`src/rtl/pipelined_add_sub_pkg.sv`:
```
// Shared sizing helpers and saturation constants for the pipelined adder/subtractor.
package pipelined_add_sub_pkg;

  localparam int unsigned MAX_W = 1024;

  function automatic int unsigned seg_w(input int unsigned bus_width, input int unsigned stages);
    return bus_width / stages;
  endfunction

  // Largest positive two's-complement value of width w, right-aligned in MAX_W bits.
  function automatic logic [MAX_W-1:0] max_pos(input int unsigned w);
    logic [MAX_W-1:0] r;
    r = '0;
    for (int unsigned i = 0; i < MAX_W; i++) begin
      if (i + 1 < w) r[i] = 1'b1;
    end
    return r;
  endfunction

  function automatic logic [MAX_W-1:0] max_neg(input int unsigned w);
    logic [MAX_W-1:0] r;
    r = '0;
    for (int unsigned i = 0; i < MAX_W; i++) begin
      if (i + 1 == w) r[i] = 1'b1;
    end
    return r;
  endfunction

endpackage

```
`src/rtl/pipelined_add_sub_add_segment.sv`:
```
// Combinational ripple segment {cout,sum} = a + b + cin built from full adders,
// also exposing the carry into the segment MSB for signed-overflow detection.
module full_adder (
  input  logic i_a,
  input  logic i_b,
  input  logic i_c,
  output logic o_s,
  output logic o_c
);
  assign o_s = i_a ^ i_b ^ i_c;
  assign o_c = (i_a & i_b) | (i_c & (i_a ^ i_b));
endmodule

module add_segment
  import pipelined_add_sub_pkg::*;
#(
  parameter int unsigned SEG_W = 8
) (
  input  logic [SEG_W-1:0] i_a,
  input  logic [SEG_W-1:0] i_b,
  input  logic             i_cin,
  output logic [SEG_W-1:0] o_sum,
  output logic             o_cout,
  output logic             o_c_msb
);
  logic [SEG_W:0] w_c;

  assign w_c[0] = i_cin;

  for (genvar i = 0; i < SEG_W; i++) begin : g_bit
    full_adder u_fa (
      .i_a (i_a[i]),
      .i_b (i_b[i]),
      .i_c (w_c[i]),
      .o_s (o_sum[i]),
      .o_c (w_c[i+1])
    );
  end

  assign o_cout  = w_c[SEG_W];
  assign o_c_msb = w_c[SEG_W-1];
endmodule

```
`src/rtl/pipelined_add_sub.sv`:
```
// Pipelined two's-complement adder/subtractor: one SEG_W-bit segment per stage,
// registered inter-segment carry, valid/ready flow control with a global advance enable.
module pipelined_add_sub
  import pipelined_add_sub_pkg::*;
#(
  parameter int unsigned BUS_WIDTH = 32,
  parameter int unsigned STAGES    = 4,
  parameter bit          SATURATE  = 1'b0
) (
  input  logic                 clk,
  input  logic                 rst,
  input  logic                 in_valid,
  output logic                 in_ready,
  input  logic                 add_sub_b,
  input  logic                 cin,
  input  logic [BUS_WIDTH-1:0] in1,
  input  logic [BUS_WIDTH-1:0] in2,
  output logic                 out_valid,
  input  logic                 out_ready,
  output logic [BUS_WIDTH-1:0] out,
  output logic                 cout,
  output logic                 ovf,
  output logic                 zero
);
  localparam int unsigned SEG_W = seg_w(BUS_WIDTH, STAGES);
  localparam logic [BUS_WIDTH-1:0] SAT_POS = BUS_WIDTH'(max_pos(BUS_WIDTH));
  localparam logic [BUS_WIDTH-1:0] SAT_NEG = BUS_WIDTH'(max_neg(BUS_WIDTH));

  if (BUS_WIDTH % STAGES != 0) begin : g_bad_cfg
    $error("pipelined_add_sub: BUS_WIDTH must be a multiple of STAGES");
  end

  logic                 w_adv;
  logic                 r_v   [STAGES];
  logic                 r_sub [STAGES];
  logic                 r_c   [STAGES];
  logic [BUS_WIDTH-1:0] r_a   [STAGES];
  logic [BUS_WIDTH-1:0] r_b   [STAGES];
  logic [BUS_WIDTH-1:0] r_sum [STAGES];

  logic                 w_v        [STAGES];
  logic                 w_sub      [STAGES];
  logic                 w_c        [STAGES];
  logic                 w_cmsb     [STAGES];
  logic [BUS_WIDTH-1:0] w_a        [STAGES];
  logic [BUS_WIDTH-1:0] w_b        [STAGES];
  logic [BUS_WIDTH-1:0] w_sum_prev [STAGES];

  logic [BUS_WIDTH-1:0] w_final_sum;
  logic                 w_final_cout;
  logic                 w_final_ovf;
  logic [BUS_WIDTH-1:0] w_res;

  logic [BUS_WIDTH-1:0] r_out;
  logic                 r_cout;
  logic                 r_ovf;
  logic                 r_zero;

  assign w_adv    = !r_v[STAGES-1] || out_ready;
  assign in_ready = w_adv;

  for (genvar k = 0; k < STAGES; k++) begin : g_stage
    logic [SEG_W-1:0]     w_seg_sum;
    logic                 w_seg_cout;
    logic [BUS_WIDTH-1:0] w_sum_new;

    if (k == 0) begin : g_head
      assign w_v[k]        = in_valid;
      assign w_a[k]        = in1;
      assign w_b[k]        = in2;
      assign w_sub[k]      = add_sub_b;
      assign w_c[k]        = cin;
      assign w_sum_prev[k] = '0;
    end else begin : g_body
      assign w_v[k]        = r_v[k-1];
      assign w_a[k]        = r_a[k-1];
      assign w_b[k]        = r_b[k-1];
      assign w_sub[k]      = r_sub[k-1];
      assign w_c[k]        = r_c[k-1];
      assign w_sum_prev[k] = r_sum[k-1];
    end

    add_segment #(.SEG_W(SEG_W)) u_seg (
      .i_a     (w_a[k][k*SEG_W +: SEG_W]),
      .i_b     (w_b[k][k*SEG_W +: SEG_W] ^ {SEG_W{w_sub[k]}}),
      .i_cin   (w_c[k]),
      .o_sum   (w_seg_sum),
      .o_cout  (w_seg_cout),
      .o_c_msb (w_cmsb[k])
    );

    // Segments above k are still zero in the partial sum, so OR merges the new slice.
    assign w_sum_new = w_sum_prev[k] | (BUS_WIDTH'(w_seg_sum) << (k*SEG_W));

    always_ff @(posedge clk or posedge rst) begin
      if (rst) begin
        r_v[k]   <= 1'b0;
        r_sub[k] <= 1'b0;
        r_c[k]   <= 1'b0;
        r_a[k]   <= '0;
        r_b[k]   <= '0;
        r_sum[k] <= '0;
      end else if (w_adv) begin
        r_v[k]   <= w_v[k];
        r_sub[k] <= w_sub[k];
        r_c[k]   <= w_seg_cout;
        r_a[k]   <= w_a[k];
        r_b[k]   <= w_b[k];
        r_sum[k] <= w_sum_new;
      end
    end

    if (k == STAGES - 1) begin : g_tail
      assign w_final_sum  = w_sum_new;
      assign w_final_cout = w_seg_cout;
    end
  end

  assign w_final_ovf = w_cmsb[STAGES-1] ^ w_final_cout;
  assign w_res = (SATURATE && w_final_ovf)
               ? (w_a[STAGES-1][BUS_WIDTH-1] ? SAT_NEG : SAT_POS)
               : w_final_sum;

  // Result flags only load on a real op so bubbles leave the reset values intact.
  always_ff @(posedge clk or posedge rst) begin
    if (rst) begin
      r_out  <= '0;
      r_cout <= 1'b0;
      r_ovf  <= 1'b0;
      r_zero <= 1'b1;
    end else if (w_adv && w_v[STAGES-1]) begin
      r_out  <= w_res;
      r_cout <= w_final_cout;
      r_ovf  <= w_final_ovf;
      r_zero <= (w_res == '0);
    end
  end

  assign out_valid = r_v[STAGES-1];
  assign out       = r_out;
  assign cout      = r_cout;
  assign ovf       = r_ovf;
  assign zero      = r_zero;

endmodule

```
`config.mk`:
```
export PLATFORM = sky130hd
export DESIGN_NAME = pipelined_add_sub
export DESIGN_NICKNAME = d
export VERILOG_FILES = /design/src/rtl/pipelined_add_sub_pkg.sv /design/src/rtl/pipelined_add_sub_add_segment.sv /design/src/rtl/pipelined_add_sub.sv
export SDC_FILE = /design/constraint.sdc
export NUM_CORES = 1
export LEC_CHECK = 0
export BUFFER_PORTS_ARGS = -buffer_cell sky130_fd_sc_hd__buf_4
export CORE_MARGIN = 4
export CORE_UTILIZATION = 45
export CTS_BUF_LIST = sky130_fd_sc_hd__clkbuf_8 sky130_fd_sc_hd__clkbuf_16
export CTS_CLUSTER_DIAMETER = 40
export CTS_CLUSTER_SIZE = 14
export DETAILED_ROUTE_END_ITERATION = 10
export PLACE_DENSITY = 0.63
export SLEW_MARGIN = 15
export SYNTH_ARGS = -nofsm -noshare
export SYNTH_HDL_FRONTEND = slang
export SYNTH_HIERARCHICAL = 1
export SYNTH_SLANG_ARGS = --single-unit
```
`constraint.sdc`:
```
create_clock -name clk -period 16.7 [get_ports clk]
set_input_delay 0.835 -clock clk [delete_from_list [all_inputs] [get_ports clk]]
set_output_delay 0.835 -clock clk [all_outputs]
set_load 0.05 [all_outputs]
```
; ---- After elaboration in Yosys (flattened, before gate mapping)
; Index checks and enable logic that the tools add are counted.
; Widths: inputs -> output; s select.
[word_totals]
in_bits = 70
regBits = 309
output_inout_bits = 37
[classes]
n_bitwise = 168
reduce_logical = 4
[op_table]
columns = operator, count
row1 = $xor 1x1->1, 65
row2 = $and 1x1->1, 64
row3 = $logic_not 32->1, 1
row4 = $or 1x1->1, 32
row5 = $or 32x24->32, 1
row6 = $or 32x32->32, 1
row7 = $xor 8x8->8, 4
row8 = $or 8x16->16, 1
row9 = $logic_and 1x1->1, 1
row10 = $logic_not 1->1, 1
row11 = $logic_or 1x1->1, 1

; ---- Logic depth before layout (Yosys ltp)
; Gate-level depths: netlist of run 1.
[logic_depth]
depth_word = 19
mapped_depth = 13

; ---- Hierarchy
; Netlist of run 1, hierarchy kept.
[by_module_without_submodules]
columns = mod, seq_area_each_um2, instances, area_per_inst_um2, cells_each
row1 = pipelined_add_sub, 4730.8, 1, 7582.3, 774
row2 = full_adder, 0.0, 32, 20.0, 1

; ---- Least setup slack after synthesis of run 1
; OpenSTA, ideal clock, no wires.
[synth_timing]
kind = input -> register
from = in add_sub_b
to = reg r_sum[103] (netlist bit)
required_ns = 16.583
stages = 12
n_path_buf = 1
arrival_time_ns = 4.401
slack_ns = 12.183
path_cell_list = buf_2 > xor2_1 > fa_1 > fa_1 > fa_1 > fa_1 > fa_1 > fa_1 > fa_1 > fa_1 > nand2_1 > nand2_1
[synth_rtl]
columns = item, line_no
row1 = start: declaration, pipelined_add_sub.sv:14  ; input logic add_sub_b,
row2 = end signal: indexed assignment, pipelined_add_sub.sv:109  ; r_sum[k] <= w_sum_new;
row3 = end: declaration, pipelined_add_sub.sv:39  ; logic [BUS_WIDTH-1:0] r_sum [STAGES];

==> flow_metrics.py, run 1 <==
metrics = {
    "sta": {
        "fin_hold_ws_ns": 0.467,
        "rsz0062_at_grt": "no",
        "fmaxAchievable_mhz": 212,
        "hold_viol": 0,
        "tns_ns": 0,
        "final-setup-viol-count": 0,
        "period_needed_ns": 4.71,
        "slew_violations": 0,
        "relSlewSlack_pct": 34.9,
        "clock_skew_ns": 0.00943,
        "period_share_pct": 28.2,
        "worst_pin_slew_ns": 0.977,
    },
    "worst_hold_path": {
        "worstHoldStart": "r_sum[65]",
        "hold_depth": 2,
        "hold_end": "r_sum[65]",
        "hp-class": "reg -> reg",
    },
    "setup_path": {
        "cp-end-kind": "register",
        "r2r_start": "r_sub[1]",
        "ff2ff_setup_slack_ns": 11.99,
        "worstSetupStartpointType": "register",
        "criticalPathCategory": "reg -> reg",
        "arrival_ns": 5.05,
        "required_ns": 17.04,
        "path_max_fanout": 9,
        "startpoint": "r_sub[1]",
        "r2r_cells": 12,
        "rr_endpoint": "zero",
    },
    "clock_tree": {
        "path_clk_slew_ns": 0.07,
        "cts_max_level": 4,
        "cts_tree": "done",
        "cts_resized": 0,
        "cts_setup_buffers": 0,
        "clkLatencyLatePin_ns": 0.42,
        "postCtsHoldBufs": 0,
        "root_buffer": "clkbuf_16",
        "clk_path_buf_depth": 2,
        "cts_num_sinks": 189,
        "cts_inserted_buffers": 17,
    },
    "finish": {
        "final_nets": 996,
        "diodes": 0,
        "drive_gt1_share_pct": 19.6,
        "syn2layout_area_growth_pct": 17.6,
    },
    "die": {
        "die_height_um": 143,
        "io_pins": 107,
        "dieArea_mm2": 0.0205,
        "row_count": 49,
        "die_w_um": 143,
        "coreArea_mm2": 0.0180,
        "start_util_pct": 45.8,
    },
    "route": {
        "routed_via_density": 4.61,
        "drt_wl_total_mm": 15.8,
        "ant_nets": 0,
        "drt_iter0_drc": 335,
        "firstDrtPassIters": 4,
        "routedWlPerCell_um": 13.9,
        "drc": 0,
        "vias": 5241,
    },
    "yosys": {
        "yosysSeqAreaShare_pct": 57.5,
        "ys_warn_count": 6,
        "synthMuxAreaShare_pct": 5.80,
        "synth_cells": 806,
        "avgSynthCellArea_um2": 10.2,
        "ys_types": 20,
        "yosys.area_share.simple_pct": 22.0,
        "synth-seq-cells": 189,
        "synth_compound_area_share_pct": 0.335,
        "synth-adder-area-share_pct": 7.79,
        "synthesis.nets": 908,
        "yosys.area_share.xor_xnor_pct": 3.51,
        "syn_area_mm2": 0.00822,
        "synth_top_family_by_area": "simple AND/OR/NAND/NOR gates",
    },
    "power": {
        "p_leak_nw": 5.14,
        "p_per_area_mw_per_mm2": 216,
        "peakVddDrop_mv": 0.169,
    },
    "global_routing": {
        "grt_pass1_wl_mm": 26.7,
        "antenna_found_initial": 0,
        "grt_use_total_pct": 16.4,
        "grt_max_degree": 144,
        "busiest_layer": "met1",
        "use_met1_pct": 25.1,
        "met3_usage_pct": 3.08,
        "grt_use_met2_pct": 23.4,
        "grt_pass1_vias": 5246,
        "grt.overflow.total": 0,
    },
    "placement": {
        "gp_congestion": 0.794,
        "io_buffer_count": 106,
        "dp_hpwl_mm": 10.8,
    },
    "outcome": {
        "status": "finished, final reports clean",
    },
    "run": {
        "maxCapViolations": 0,
    },
}
-- stage by stage --
stage | cell area, µm² | setup WS [ns] | utilization [%] | total power, W | instances
final | 9670 | 11.99 | 53.8 | 0.00209 | 1136
after global routing | 9670 | 11.73 | 53.8 | 0.00226 | 1136
after CTS | 9670 | 11.97 | 53.8 | 0.00213 | 1136
after detailed placement | 9100 | 12.01 | 50.7 | 0.00173 | 1104
after global placement | 9100 | 12.08 | 50.7 | 0.00171 | 1104
after floorplan | 8220 | 10.72 | - | 0.00147 | 806
-- routing by layer --
metal  vias up  share of wire (%)  wire, µm
li1       2665                  -         -
met1      2468                 51      8040
met2        92                 44      6920
met3        16                3.5       553
met4         0                1.7       267
met5         -                  0         0
-- final cells by class --
type / instances / area [µm²]
timing repair buffer: 110 / 826
fill: 1663 / 8290
clock buffer: 19 / 453
multi-input combinational: 573 / 3240
tap: 229 / 287
sequential: 189 / 4730
inverter: 3 / 21.3
clock inverter: 13 / 114
-- critical path: stages (launching register included) --
cell and delay [ns]:
dfrtp_1 0.52, xor2_1 0.22, fa_1 0.44, fa_1 0.40, fa_1 0.40, fa_1 0.39
fa_1 0.42, fa_1 0.40, fa_1 0.44, fa_1 0.47, nor4_1 0.18, nand4_1 0.12
o31ai_1 0.25
-- synthesized netlist by cell type --
library cell	number	area, µm²
dfrtp_1	188	4700
nor4_1	8	50.1
mux2_2	5	56.3
buf_6	3	33.8
nand4_1	2	12.5
nor2b_4	1	13.8
xnor2_1	1	8.76
mux2_4	28	420
o21ai_0	4	20.0
inv_2	1	3.75
dfstp_2	1	26.3
nand2_4	1	11.3
xor2_1	32	280
buf_4	7	52.6
clkbuf_1	1	3.75
inv_1	2	7.51
buf_2	30	150
fa_1	32	641
o31ai_1	1	7.51
nand2_1	458	1720
-- report_power, final --
| group | internal (W) | total [W] | switching [W] |
|---|---|---|---|
| Combinational | 0.000374 | 0.000898 | 0.000525 |
| Clock | 0.000215 | 0.000388 | 0.000173 |
| Sequential | 0.000661 | 0.000807 | 0.000146 |
| Total | 0.00125 | 0.00209 | 0.000844 |
-- flip-flops by register name, summed over array words and instances, names as in the netlist --
| register | count |
|---|---|
| r_b | 48 |
| r_sum | 48 |
| out | 32 |
| r_c | 3 |
| r_sub | 3 |
| ovf | 1 |
| cout | 1 |
| r_v | 3 |
| zero | 1 |
| out_valid | 1 |
| r_a | 48 |
-- logic make-up after synthesis --
logic type,Yosys count
compound gates,5
xor+xnor,33
fa+ha+maj,32
buf+inv,44
flops,189
mux,33
simple gates,470
-- placed cells by master, fill, tap and decap left out --
master	n
dfrtp_1	188
mux2_4	28
clkinv_4	2
mux2_2	5
fa_1	32
dfstp_2	1
inv_6	5
nand2_4	1
xor2_1	32
clkbuf_16	17
clkbuf_8	2
inv_1	3
bufinv_16	1
nand4_1	2
buf_4	110
clkinv_2	3
nand2_1	458
nor4_1	8
xnor2_1	1
inv_4	1
o21ai_0	4
inv_8	1
o31ai_1	1
nor2b_4	1
-- worst max-delay path by stage --
stage,endpoint,depth (start not counted),slack (ns)
6_report,zero,12,11.99
5_1_grt,zero,12,11.73
4_1_cts,zero,12,11.97
3_5_place_dp,zero,12,12.01
3_3_place_gp,zero,12,12.08
2_1_floorplan,cout,1,10.72
Power figures use the tool's default switching activity.
==> run 2: changes to the inputs <==
ABC_AREA = 1   (was unset)
clock period = 4.8 ns   (was 16.7 ns; I/O delays follow)
==> run 2 against run 1 <==
  * Critical path depth is 2 higher
  * Non-clock buffer count rose by 2
  * Register-to-register slack worse by 12 ns
  * Largest cell class unchanged
  * Largest power group unchanged
==> flow_metrics.py, run 2 <==
metrics = {
    "outcome": {
        "status": "finished, final reports clean",
    },
    "route": {
        "drt_iter0_drc": 253,
        "routed_via_density": 4.81,
        "drc": 0,
        "ant_nets": 0,
        "routedWlPerCell_um": 15.5,
        "firstDrtPassIters": 5,
        "vias": 4838,
        "drt_wl_total_mm": 15.6,
    },
    "clock_tree": {
        "cts_setup_buffers": 0,
        "cts_tree": "done",
        "postCtsHoldBufs": 0,
        "clk_path_buf_depth": 2,
        "cts_max_level": 4,
        "cts_num_sinks": 189,
        "path_clk_slew_ns": 0.06,
        "root_buffer": "clkbuf_16",
        "cts_inserted_buffers": 17,
        "cts_resized": 0,
        "clkLatencyLatePin_ns": 0.43,
    },
    "yosys": {
        "ys_top_cells_by_area": "dfrtp_1, mux2_2, fa_1, nand2_1, o21ai_0",
        "syn_area_mm2": 0.00803,
        "ys_warn_count": 6,
        "synth_cells": 670,
        "synthesis.nets": 772,
        "post-synth-top-count-cell": "dfrtp_1",
        "synth_top_area_cell": "dfrtp_1",
        "yosysSeqAreaShare_pct": 58.9,
        "synth_edf_count": 0,
        "async_flop_share_pct": 100,
        "ys.flop_type": "dfrtp_1",
        "synth-seq-cells": 189,
        "ys_types": 22,
        "avgSynthCellArea_um2": 12.0,
        "synth_top_area_share_pct": 58.6,
        "synthTopCellsByCount": "dfrtp_1, nand2_1, mux2_2",
    },
    "power": {
        "peakVddDrop_mv": 0.403,
        "p_leak_nw": 4.55,
        "p_per_area_mw_per_mm2": 761,
    },
    "die": {
        "die_height_um": 142,
        "start_util_pct": 46.1,
        "dieArea_mm2": 0.0201,
        "coreArea_mm2": 0.0174,
        "row_count": 48,
        "io_pins": 107,
        "die_w_um": 142,
    },
    "sta": {
        "rsz0062_at_grt": "no",
        "relSlewSlack_pct": 25.7,
        "final-setup-viol-count": 0,
        "hold_viol": 0,
        "fmaxAchievable_mhz": 226,
        "clock_skew_ns": 0.00736,
        "worst_pin_slew_ns": 1.11,
        "timing.final.ws_setup_ns": 0.372,
        "slew_violations": 0,
        "tns_ns": 0,
        "period_share_pct": 92.3,
        "period_needed_ns": 4.43,
    },
    "finish": {
        "syn2layout_area_growth_pct": 20.8,
        "final_nets": 869,
        "drive_gt1_share_pct": 28.6,
        "stdcell_area_mm2": 0.00970,
        "final_cell_mix": "dfrtp_1, buf_4, nand2_1",
        "mostFrequentLayoutCell": "dfrtp_1",
        "reg.largest.list": "r_a (48), r_b (48), r_sum (48)",
    },
    "placement": {
        "io_buffer_count": 106,
        "pre_cts_slack_ns": 0.404,
        "gp_congestion": 0.821,
        "dp_hpwl_mm": 10.9,
        "dpl-instance-area_mm2": 0.00901,
    },
    "global_routing": {
        "grt_max_degree": 190,
        "grt_pass1_vias": 5043,
        "grt_use_total_pct": 16.4,
        "grt_pass1_wl_mm": 25.5,
        "grt.overflow.total": 0,
        "antenna_found_initial": 2,
    },
    "setup_path": {
        "crit_path_max_incr_delay_ns": 0.45,
        "cpLargestDelayFamily": "adder cells",
        "cp-end-kind": "register",
        "cpMaxStageDelayCell": "fa_1",
        "critPathBufInv": 1,
        "path_max_fanout": 2,
        "crit_top_cell": "fa_1",
        "arrival_ns": 4.78,
        "required_ns": 5.16,
        "worstSetupStartpointType": "register",
        "path_cells": "xor2_1 > fa_1 > fa_1 > fa_1 > fa_1 > fa_1 > fa_1 > fa_1 > fa_1 > inv_1 > nand3_1 > nor2_1 > nand2_1 > o21bai_1",
        "criticalPathCategory": "reg -> reg",
    },
    "worst_hold_path": {
        "hp-class": "in -> reg",
    },
    "run": {
        "maxCapViolations": 0,
    },
}
[run 2: cell types whose count changed after synthesis, sizes merged, moves of 5 or more]
cell	previous run	this run
nor2	0	42
nand2	459	102
mux2	33	83
clkbuf	1	7
inv	3	52
nor4	8	0
o21ai	4	73
a21oi	0	23
buf	40	27
nand3	0	5
[run 2: per-layer routing]
layer  GRT usage, %  vias to the layer above  wire length [µm]
met5              0                        -                20
met4           4.90                        2               208
met3           5.06                       19               798
met2           25.9                       87              7410
met1           22.1                     2385              7120
li1               -                     2345                 -
[run 2: final timing paths]
| kind | startpoint | endpoint | slack, ns | cells after the start |
|---|---|---|---|---|
| worst max register to register | r_b[56] | zero | 0.37 | 14 |
| min in group asynchronous | rst | out[14] | 0.06 | 3 |
| worst max-delay path | r_b[56] | zero | 0.37 | 14 |
| worst min register to register | r_sum[76] | r_sum[44] | 0.48 | 2 |
| worst min-delay path | in1[30] | r_a[126] | 0.02 | 3 |
| max in group asynchronous | rst | r_b[90] | 3.93 | 3 |
[run 2: cell type report]
class / count / area (µm²)
Fill cell: 1522 / 7710
Multi-Input combinational cell: 394 / 2940
Timing Repair Buffer: 112 / 853
Inverter: 53 / 203
Sequential cell: 189 / 4730
Antenna cell: 1 / 2.50
Tap cell: 225 / 282
Clock buffer: 19 / 453
Clock inverter: 12 / 241
[run 2: worst min-delay path, delay by kind of cell]
| family | cells | cell delay [ns] |
|---|---|---|
| and+or+nand+nor | 1 | 0.04 |
| AOI/OAI and AO/OA | 1 | 0.05 |
| buffers and inverters | 1 | 0.07 |
[run 2: report_power, final]
part / internal (W) / leakage [nW] / switching (W)
Combinational: 0.00122 / 1.98 / 0.00186
Clock: 0.00105 / 0.332 / 0.000571
Sequential: 0.00229 / 2.24 / 0.000392
Total: 0.00456 / 4.55 / 0.00282
[run 2: kinds of logic after synthesis]
group,Yosys count,share of synthesized area [%]
flops,189,58.9
simple gates,149,7.20
compound gates,97,6.07
buf+inv,87,4.64
mux,83,11.6
xor+xnor,33,3.60
fa+ha+maj,32,7.97
[run 2: stage by stage]
stage / power [W] / utilization [%] / std cells / hold WS, ns
finish: 0.00738 / 55.7 / 1005 / 0.0192
global route: 0.00796 / 55.7 / 1004 / 0.0144
CTS: 0.00748 / 55.7 / 1004 / 0.000520
detailed placement: 0.00582 / 51.7 / 973 / 0.461
global placement: 0.00568 / 51.7 / 973 / 0.457
floorplan: 0.00490 / - / 670 / 0.361
